**config.mk**
```make
export PLATFORM = sky130hd
export DESIGN_NAME = increment
export DESIGN_NICKNAME = d
export VERILOG_FILES = /design/src/rtl/increment.sv
export SDC_FILE = /design/constraint.sdc
export NUM_CORES = 1
export LEC_CHECK = 0
export CORE_AREA = 2 2 39 41
export CTS_BUF_LIST = sky130_fd_sc_hd__clkbuf_4
export DETAILED_ROUTE_END_ITERATION = 10
export DIE_AREA = 0 0 41 43
export PLACE_DENSITY = 0.45
export SLEW_MARGIN = 20
export SYNTH_ARGS = -nofsm -noshare
export SYNTH_HDL_FRONTEND = slang
export SYNTH_SLANG_ARGS = --single-unit
```
**constraint.sdc**
```tcl
create_clock -name clk -period 3 [get_ports clk]
set_input_delay 0.45 -clock clk [delete_from_list [all_inputs] [get_ports clk]]
set_output_delay 0.45 -clock clk [all_outputs]
set_load 0.03 [all_outputs]
```
**src/rtl/increment.sv**
```systemverilog
// increment: free-running up-counter with a configurable step and range.
// Past LIMIT it either wraps hard to INIT or saturates at LIMIT.
module increment #(
  parameter int WIDTH     = 5,
  parameter int STEP      = 1,
  parameter int INIT      = 0,
  parameter int LIMIT     = (1 << WIDTH) - 1,
  parameter int WRAP_MODE = 0
) (
  input  logic             clk,
  input  logic             resetn,
  output logic [WIDTH-1:0] t
);
  localparam logic [WIDTH:0]   STEP_X = (WIDTH+1)'(STEP);
  localparam logic [WIDTH:0]   LIM_X  = (WIDTH+1)'(LIMIT);
  localparam logic [WIDTH-1:0] INIT_W = WIDTH'(INIT);
  if (STEP < 1 || INIT > LIMIT || LIMIT > (1 << WIDTH) - 1 || STEP > LIMIT - INIT + 1) begin : g_param_err
    $fatal(1, "increment: illegal parameter combination");
  end
  logic [WIDTH-1:0] t_q, t_d;
  logic [WIDTH:0]   sum;
  // The extra sum bit makes "t > LIMIT-STEP" the same test as "t+STEP > LIMIT".
  always_comb begin
    sum = {1'b0, t_q} + STEP_X;
    t_d = (sum > LIM_X) ? ((WRAP_MODE != 0) ? LIM_X[WIDTH-1:0] : INIT_W) : sum[WIDTH-1:0];
  end
  always_ff @(posedge clk or negedge resetn) begin
    if (!resetn) t_q <= INIT_W;
    else         t_q <= t_d;
  end
  assign t = t_q;
endmodule

```
==> run summary, run 1 <==
Worst Path Max Fanout: 7
Final Max Slew Viols: 0
CTS root buf: clkbuf_4
CTS tree: built
Global-route wire length before repair: 814 um
R2R depth: 3
Critical Path AT: 1.38 ns
Syn Area/Cell: 11.1 um^2
Kind of end point of the critical path: output port
Syn nets: 24
Max reg flops: 5
Crit Path Class: reg2out
Static Leak: 0.140 nW
Synth Register Bits: 5
Setup TNS: 0 ns
HPWL after DPL: 347 um
Slowest stage delay, CP: 0.71 ns
Power density over the cells: 447 nW/um^2
Vias after detailed routing: 187
Ranking of synthesized cells by area: dfrtp_1, ha_1, nand2b_1, a311o_1, and4_2
Detail Route Antenna Nets: 0
Layout cells sized above 1: 0.161
Clock Skews: 0.00111 ns
Fin cells: 47
Tcrit/Tclk final: 0.609
Initial DRT Pass Iterations: 2
CTS clk-pin slew, worst paths: 0.04 ns
Fin Hold WS: 0.439 ns
Crit. path cell count: 1
Delay-heaviest family, CP: buffers and inverters
Synthesis-to-finish area growth: 47.1%
Hold Vio Cnt, Final: 0
Worst-Skew Late Latency: 0.24 ns
Final Power: 154 uW
Die height: 43 um
DIE WIDTH: 41 um
Wire per inst: 9.77 um
Max-cap violations: 0
Core area: 1380 um^2
Post-route DRC: 0
Crit-path cells: clkdlybuf4s50_1
Cell variety after synth: 13
Status: complete, no violations
Filler cells: 156
Global route overflow: 0
Startpoint types: flop
Final min period: 1.83 ns
Post-synthesis instance area: 234 um^2
Hold buffer count at CTS: 0
TritonCTS buffer count: 3
Commonest non-fill, non-tap cells in the layout: clkdlybuf4s50_1, dfrtp_1, clkbuf_4
Worst EP required: 2.55 ns
Bufs and invs on worst path: 1
Largest net degree at the start of global routing: 8
HP Class: in2async
CTS Sinks: 5
Total setup buffers inserted after CTS: 0
Die area: 1760 um^2
Row cnt: 14
Cell taking the most area after synthesis: dfrtp_1
Slowest-stage cell, CP: clkdlybuf4s50_1
Yosys warning count: 0
Ant diodes: 0
PortBufs: 6
RSZ-0062 raised after global routing: no
Ports: 7
Maximum vdd ir drop: 0.199 mV
Starting DRT DRC Count: 3
H-tree lvl count: 1
Clock Path Buffers: 2
Relative slew slack: 0.790
Initial antenna violation count: 0
Initial core utilization: 0.169
Worst-Margin Slew: 0.315 ns
Synth Instances: 21
Setup violators final: 0
Nets: 35
Via density: 3.98
Post-CTS Resized: 0
RePlAce Congestion: 0.621
Gr usage total: 0.0747
Vias in the first global route: 200
Area share of the largest cell type after synthesis: 0.535
Post-synthesis sequential area ratio: 0.535
Dpl cells: 43
Top achievable clock speed: 547 MHz
Total routed wirelength: 459 um
Commonest non-fill, non-tap cell in the layout: clkdlybuf4s50_1
-- path summary, 6_finish.rpt --
path / from / to / slack [ns]
worst max-delay path: t[0] / t[0] / 1.17
worst min-delay path: resetn / t[2] / 0.44
worst max register to register: t[0] / t[4] / 1.66
worst min register to register: t[0] / t[0] / 0.54
max in group asynchronous: resetn / t[3] / 2.37
min in group clk: t[0] / t[0] / 0.54
-- power breakdown --
group	switching (mW)	leakage [nW]	internal, mW
Clock	0.0246	0.0184	0.0591
Combinational	0.00127	0.0611	0.00116
Sequential	0	0.0606	0.0677
Total	0.0259	0.140	0.128
-- Yosys cell counts --
cell	n
a311o_1	1
dfrtp_1	5
nand2_1	2
nand3_1	2
ha_1	1
and4b_1	1
o21a_1	1
o21ai_0	1
inv_1	2
nand2b_1	2
xnor2_1	1
and4_2	1
a21boi_0	1
-- through the flow --
stage / utilization / cell area (um^2) / setup WS, ns
6_report: 0.249 / 344 / 1.17
4_1_cts: 0.249 / 344 / 1.16
3_3_place_gp: 0.227 / 314 / 1.42
3_5_place_dp: 0.227 / 314 / 1.42
5_1_grt: 0.249 / 344 / 1.09
2_1_floorplan: - / 234 / 1.60
-- area by class of cell --
| cell class | count | area (um^2) | area share |
|---|---|---|---|
| Inverter | 2 | 7.51 | 0.0218 |
| Tap cell | 16 | 20.0 | 0.0582 |
| Multi-Input combinational cell | 14 | 101 | 0.295 |
| Clock buffer | 4 | 30.0 | 0.0873 |
| Sequential cell | 5 | 125 | 0.364 |
| Timing Repair Buffer | 6 | 60.1 | 0.175 |
-- per-layer routing --
layer  up-vias  GRT usage  part of all wire
li1         94          -                 -
met1        86      0.105              0.49
met2         7     0.0719              0.40
met3         0     0.0366              0.11
met4         0     0.0800                 0
met5         -          0                 0
-- kinds of logic (layout without fill, tap and decap cells) --
logic type                 count (synthesis)  after routing  synth area share
AOI/OAI and AO/OA                          4              4             0.128
xor gates and xnor gates                   1              1            0.0374
adders and majority gates                  1              1            0.0535
buffers and inverters                      2             12            0.0321
DFF                                        5              5             0.535
and+or+nand+nor                            8              8             0.214
Power figures use the tool's default switching activity.
==> inputs of run 2 (changes only) <==
==> constraint.sdc (replaced) <==
create_clock -name clk -period 1.8 [get_ports clk]
set_input_delay 0.27 -clock clk [delete_from_list [all_inputs] [get_ports clk]]
set_output_delay 0.27 -clock clk [all_outputs]
set_load 0.03 [all_outputs]
==> results of run 2 <==
The final DEF is identical to that of run 1. Status: complete, no violations.
Main changes from that run: setup slack after placement 1.42 ns -> 0.404 ns; setup slack after layout 1.17 ns -> 0.152 ns; hold slack 0.439 ns -> 0.259 ns; register-to-register setup slack 1.66 ns -> 0.46 ns; total power 0.154 mW -> 0.256 mW; worst IR drop on VDD 0.199 mV -> 0.332 mV
